--- src/rtl/color_write_ctrl.sv ---
// color_write_ctrl
// Sequences 4-byte colour commands (header, R, G, B) from the UART receiver
// into six nibble writes (addresses 3..8) on the colour register file, one
// write at a time. Each write waits for the register-file ack. Both the byte
// stream and the ack are guarded by timeouts.
//
// Ports:
//   clk       system clock, rising edge
//   rst       asynchronous active-low reset
//   rx_data   received byte, qualified by rx_valid
//   rx_valid  one-cycle strobe per received byte
//   ack       register-file write acknowledge
//   channel   target colour channel, held for the whole command
//   address   register-file nibble address (3..8)
//   data      nibble to write
//   valid     registered write request
//   busy      high from header accept until done or abort
//   done      one-cycle pulse after the sixth ack
//   err       sticky error flag (timeout or overrun), cleared by a header
module color_write_ctrl #(
    parameter int unsigned ACK_TIMEOUT  = 16,
    parameter int unsigned BYTE_TIMEOUT = 1000000
) (
    input  logic       clk,
    input  logic       rst,
    input  logic [7:0] rx_data,
    input  logic       rx_valid,
    input  logic       ack,
    output logic [1:0] channel,
    output logic [3:0] address,
    output logic [3:0] data,
    output logic       valid,
    output logic       busy,
    output logic       done,
    output logic       err
);

    localparam int unsigned AW = $clog2(ACK_TIMEOUT + 1);

    typedef enum logic [2:0] {
        IDLE, GET_R, GET_G, GET_B, ISSUE, WAIT_ACK, GAP
    } state_e;

    state_e        state_q, state_d;
    logic [1:0]    chan_q, chan_d;
    logic [3:0]    addr_q, addr_d;
    logic [3:0]    data_q, data_d;
    logic          valid_q, valid_d;
    logic          busy_q, busy_d;
    logic          done_q, done_d;
    logic          err_q, err_d;
    logic [7:0]    r_q, r_d, g_q, g_d, b_q, b_d;
    logic [2:0]    n_q, n_d;
    logic [AW-1:0] ack_cnt_q, ack_cnt_d;
    logic [19:0]   byte_cnt_q, byte_cnt_d;

    function automatic logic [3:0] nibble_sel(input logic [2:0] n,
                                              input logic [7:0] r,
                                              input logic [7:0] g,
                                              input logic [7:0] b);
        case (n)
            3'd0:    nibble_sel = r[7:4];
            3'd1:    nibble_sel = r[3:0];
            3'd2:    nibble_sel = g[7:4];
            3'd3:    nibble_sel = g[3:0];
            3'd4:    nibble_sel = b[7:4];
            default: nibble_sel = b[3:0];
        endcase
    endfunction

    always_comb begin
        state_d    = state_q;
        chan_d     = chan_q;
        addr_d     = addr_q;
        data_d     = data_q;
        valid_d    = valid_q;
        busy_d     = busy_q;
        done_d     = 1'b0;
        err_d      = err_q;
        r_d        = r_q;
        g_d        = g_q;
        b_d        = b_q;
        n_d        = n_q;
        ack_cnt_d  = ack_cnt_q;
        byte_cnt_d = byte_cnt_q;

        case (state_q)
            IDLE: begin
                if (rx_valid && rx_data[7:4] == 4'hA) begin
                    chan_d     = rx_data[1:0];
                    err_d      = 1'b0;
                    busy_d     = 1'b1;
                    byte_cnt_d = '0;
                    state_d    = GET_R;
                end
            end
            GET_R, GET_G, GET_B: begin
                if (rx_valid) begin
                    byte_cnt_d = '0;
                    if (state_q == GET_R) begin
                        r_d     = rx_data;
                        state_d = GET_G;
                    end else if (state_q == GET_G) begin
                        g_d     = rx_data;
                        state_d = GET_B;
                    end else begin
                        // valid is registered, so the first write is set up
                        // here so that it is already on the bus in ISSUE.
                        b_d       = rx_data;
                        n_d       = '0;
                        addr_d    = 4'd3;
                        data_d    = r_q[7:4];
                        valid_d   = 1'b1;
                        ack_cnt_d = '0;
                        state_d   = ISSUE;
                    end
                end else if (byte_cnt_q == 20'(BYTE_TIMEOUT - 1)) begin
                    busy_d     = 1'b0;
                    err_d      = 1'b1;
                    byte_cnt_d = '0;
                    state_d    = IDLE;
                end else begin
                    byte_cnt_d = byte_cnt_q + 20'd1;
                end
            end
            ISSUE: begin
                ack_cnt_d = ack_cnt_q + AW'(1);
                state_d   = WAIT_ACK;
            end
            WAIT_ACK: begin
                if (ack) begin
                    valid_d   = 1'b0;
                    ack_cnt_d = '0;
                    if (n_q == 3'd5) begin
                        done_d  = 1'b1;
                        busy_d  = 1'b0;
                        state_d = IDLE;
                    end else begin
                        n_d     = n_q + 3'd1;
                        state_d = GAP;
                    end
                end else if (ack_cnt_q == AW'(ACK_TIMEOUT - 1)) begin
                    // counter holds cycles of valid already seen, so valid
                    // drops after exactly ACK_TIMEOUT high cycles
                    valid_d   = 1'b0;
                    err_d     = 1'b1;
                    busy_d    = 1'b0;
                    ack_cnt_d = '0;
                    state_d   = IDLE;
                end else begin
                    ack_cnt_d = ack_cnt_q + AW'(1);
                end
            end
            GAP: begin
                addr_d    = 4'd3 + {1'b0, n_q};
                data_d    = nibble_sel(n_q, r_q, g_q, b_q);
                valid_d   = 1'b1;
                ack_cnt_d = '0;
                state_d   = ISSUE;
            end
            default: state_d = IDLE;
        endcase

        // a byte arriving while writes are in flight is dropped and flagged
        if (rx_valid && (state_q == ISSUE || state_q == WAIT_ACK || state_q == GAP))
            err_d = 1'b1;
    end

    always_ff @(posedge clk or negedge rst) begin
        if (!rst) begin
            state_q    <= IDLE;
            chan_q     <= '0;
            addr_q     <= '0;
            data_q     <= '0;
            valid_q    <= 1'b0;
            busy_q     <= 1'b0;
            done_q     <= 1'b0;
            err_q      <= 1'b0;
            r_q        <= '0;
            g_q        <= '0;
            b_q        <= '0;
            n_q        <= '0;
            ack_cnt_q  <= '0;
            byte_cnt_q <= '0;
        end else begin
            state_q    <= state_d;
            chan_q     <= chan_d;
            addr_q     <= addr_d;
            data_q     <= data_d;
            valid_q    <= valid_d;
            busy_q     <= busy_d;
            done_q     <= done_d;
            err_q      <= err_d;
            r_q        <= r_d;
            g_q        <= g_d;
            b_q        <= b_d;
            n_q        <= n_d;
            ack_cnt_q  <= ack_cnt_d;
            byte_cnt_q <= byte_cnt_d;
        end
    end

    assign channel = chan_q;
    assign address = addr_q;
    assign data    = data_q;
    assign valid   = valid_q;
    assign busy    = busy_q;
    assign done    = done_q;
    assign err     = err_q;

endmodule
--- config.mk ---
export PLATFORM = sky130hd
export DESIGN_NAME = color_write_ctrl
export DESIGN_NICKNAME = d
export VERILOG_FILES = /design/src/rtl/color_write_ctrl.sv
export SDC_FILE = /design/constraint.sdc
export NUM_CORES = 1
export LEC_CHECK = 0
export CAP_MARGIN = 20
export CORE_MARGIN = 1.5
export CORE_UTILIZATION = 58
export CTS_CLUSTER_DIAMETER = 100
export CTS_CLUSTER_SIZE = 14
export DETAILED_ROUTE_END_ITERATION = 6
export GPL_TIMING_DRIVEN = 0
export PLACE_DENSITY = 0.76
export RECOVER_POWER = 100
export SLEW_MARGIN = 25
export SYNTH_ARGS = -nofsm -noshare
export SYNTH_HDL_FRONTEND = slang
export SYNTH_SLANG_ARGS = --single-unit
--- constraint.sdc ---
create_clock -name clk -period 2.75 [get_ports clk]
set_input_delay 0.55 -clock clk [delete_from_list [all_inputs] [get_ports clk]]
set_output_delay 0.55 -clock clk [all_outputs]
set_load 0.01 [all_outputs]
==> impl_metrics.env <==
export IMPL_outcome="complete, but fails checks"
export IMPL_violations="capacitance limit, slew limit"
export IMPL_layout_drive_gt1_share=0.135
export IMPL_clkSinkCount=69
export IMPL_ctsHoldBuffers=0
export IMPL_period_share=0.953
export IMPL_arrival_ps=2860
export IMPL_initial_core_util=0.601
export IMPL_insertion_delay_ps=350
export IMPL_drt_total_wl_microns=7940
export IMPL_ff2ff_path_depth=8
export IMPL_cts_setup_buffers=0
export IMPL_antenna_found_initial=0
export IMPL_seq_area_frac_synth=0.488
export IMPL_die_w_microns=81.1
export IMPL_grt_max_degree=44
export IMPL_fp_row_count=28
export IMPL_grt_pass1_vias=2851
export IMPL_viasPerCell=6.20
export IMPL_clk_pin_slew_ps=80
export IMPL_die_h_microns=81.1
export IMPL_start_kind="flip-flop"
export IMPL_fin_skew_ps=10.5
export IMPL_cts_max_level=3
export IMPL_fmax_mhz=382
export IMPL_synth_common_cells="dfrtp_1, nand2_1, mux2_2"
export IMPL_reg2reg_slack_ps=130
export IMPL_worst_pin_slew_ps=1510
export IMPL_synth_top_cell_area_share=0.488
export IMPL_tns_ps=0
export IMPL_ant_nets=0
export IMPL_root_buffer="clkbuf_8"
export IMPL_ys_ff_latch=69
export IMPL_max_slew_margin=-0.00976
export IMPL_pin_count=26
export IMPL_yosys_warnings=0
export IMPL_drv_cap=1
export IMPL_stdcell_area_sq_mm=0.00420
export IMPL_r2r_start="byte_cnt_q[13]"
export IMPL_syn_area_sq_mm=0.00353
export IMPL_setup_violations_final=0
export IMPL_die_area_sq_mm=0.00657
export IMPL_min_delay_start="data[2]"
export IMPL_maxSlewViolCount=27
export IMPL_yosys_most_used_dff="dfrtp_1"
export IMPL_grt_ovfl_total=0
export IMPL_peakVddDrop_mv=0.638
export IMPL_synth_edf_count=0
export IMPL_place_area_sq_mm=0.00391
export IMPL_criticalPathCategory="reg2reg"
export IMPL_gp_congestion=0.880
export IMPL_post_cts_resized=0
export IMPL_finish_utilization=0.713
export IMPL_hold_path_depth=2
export IMPL_insertedDiodeCount=0
export IMPL_syn_nets=372
export IMPL_finalCriticalPeriod_ps=2620
export IMPL_r2r_end="state_q[0]"
export IMPL_holdCritPathClass="reg2reg"
export IMPL_vias=2896
export IMPL_wl_per_cell_microns=17.0
export IMPL_grt_pass1_wl_microns=13400
export IMPL_worstPathMaxFanout=10
export IMPL_end_kind="flip-flop"
export IMPL_power_density_mw_per_mm2=991
export IMPL_track_usage=0.270
export IMPL_hold_viol=0
export IMPL_clk_path_buf_depth=2
export IMPL_final_nets=409
export IMPL_drc=0
export IMPL_synthArstFlopShare=1.00
export IMPL_leakagePower_nw=1.81
export IMPL_cts_tree="built"
export IMPL_drt_iter0_drc=226
export IMPL_rsz0062_at_grt="false"
export IMPL_area_growth_pct=18.8
export IMPL_coreArea_sq_mm=0.00589
export IMPL_synth_avg_cell_area_sq_um=10.1
export IMPL_yosysMostFrequentCell="dfrtp_1"
export IMPL_required_ps=3000
export IMPL_ys_types=54
export IMPL_dp_hpwl_microns=5490
export IMPL_port_buffers=25
export IMPL_hold_end="data[2]"
export IMPL_cts_buffers=9
export IMPL_synth_top_cell_by_area="dfrtp_1"
export IMPL_synth_cells=350
export IMPL_dr_pass1_iters=5
export IMPL_synth_area_top_cells="dfrtp_1, mux2_2, nand2_1"
## worst max-delay path: stages, from the launching register on
cell	delay [ps]
dfrtp_1	370
buf_6	130
or4_1	520
or4_4	570
o21a_2	250
clkbuf_2	200
buf_2	230
o21ai_0	180
nand2_1	60
## routing by layer
metal  global-route usage  vias up  share of wire
met1                0.379     1414           0.48
met5                    0        -              0
met4                0.138        0          0.020
met2                0.411       93           0.45
met3               0.0348       18          0.046
li1                     -     1371              -
## flip-flops by register name (all words and copies together) (netlist names), 3 cells and up
register,cells
n_q,3
state_q,3
byte_cnt_q,20
b_q,8
ack_cnt_q,5
data,4
r_q,8
g_q,8
address,4
## placed cells by master (no fill, tap or decap), drive strengths merged, types with 6 or more instances in the layout
master and n:
a21oi 18, a22oi 6, a31oi 14, clkbuf 24
clkdlybuf4s50 9, dfrtp 69, dlygate4sd3 15, ha 10
inv 11, mux2 27, nand2 39, nand3 13
nor2 11, nor2b 7, nor3 8, o21ai 31
## worst max path at each step
stage,start,end,cells past startpoint
floorplan,byte_cnt_q[13],byte_cnt_q[2],7
global placement,rst,r_q[3],1
detailed placement,rx_data[7],byte_cnt_q[15],6
CTS,byte_cnt_q[13],byte_cnt_q[17],6
global route,byte_cnt_q[13],state_q[0],8
finish,byte_cnt_q[13],state_q[0],8
## metrics by stage
stage	setup slack, ps	cells	total power [mW]	hold WS, ps
after floorplan	366	350	2.48	254
after global routing	31.5	467	4.42	527
after CTS	141	467	4.18	119
final	131	467	4.16	480
after detailed placement	-81.1	451	2.98	475
after global placement	-1190	450	2.92	461
## area by class of cell
cell class / instances / area, sq um
inverter: 11 / 41.3
fill: 441 / 1690
buffer: 15 / 66.3
sequential: 69 / 1730
clock buffer: 10 / 138
tap: 75 / 93.8
clock inverter: 6 / 158
multi-input combinational: 255 / 1710
timing repair buffer: 26 / 264
## kinds of logic after synthesis
family	share of synthesized area
and+or+nand+nor	0.156
DFF	0.488
xor gates and xnor gates	0.00496
adders and majority gates	0.0354
AOI/OAI and AO/OA	0.193
buffers and inverters	0.0304
muxes	0.0917
## report_power, final
part | switching [mW] | internal [mW]
clock network | 0.401 | 0.811
logic | 0.801 | 0.623
registers | 0.201 | 1.32
total | 1.40 | 2.76
(Power assumes the default switching activity.)
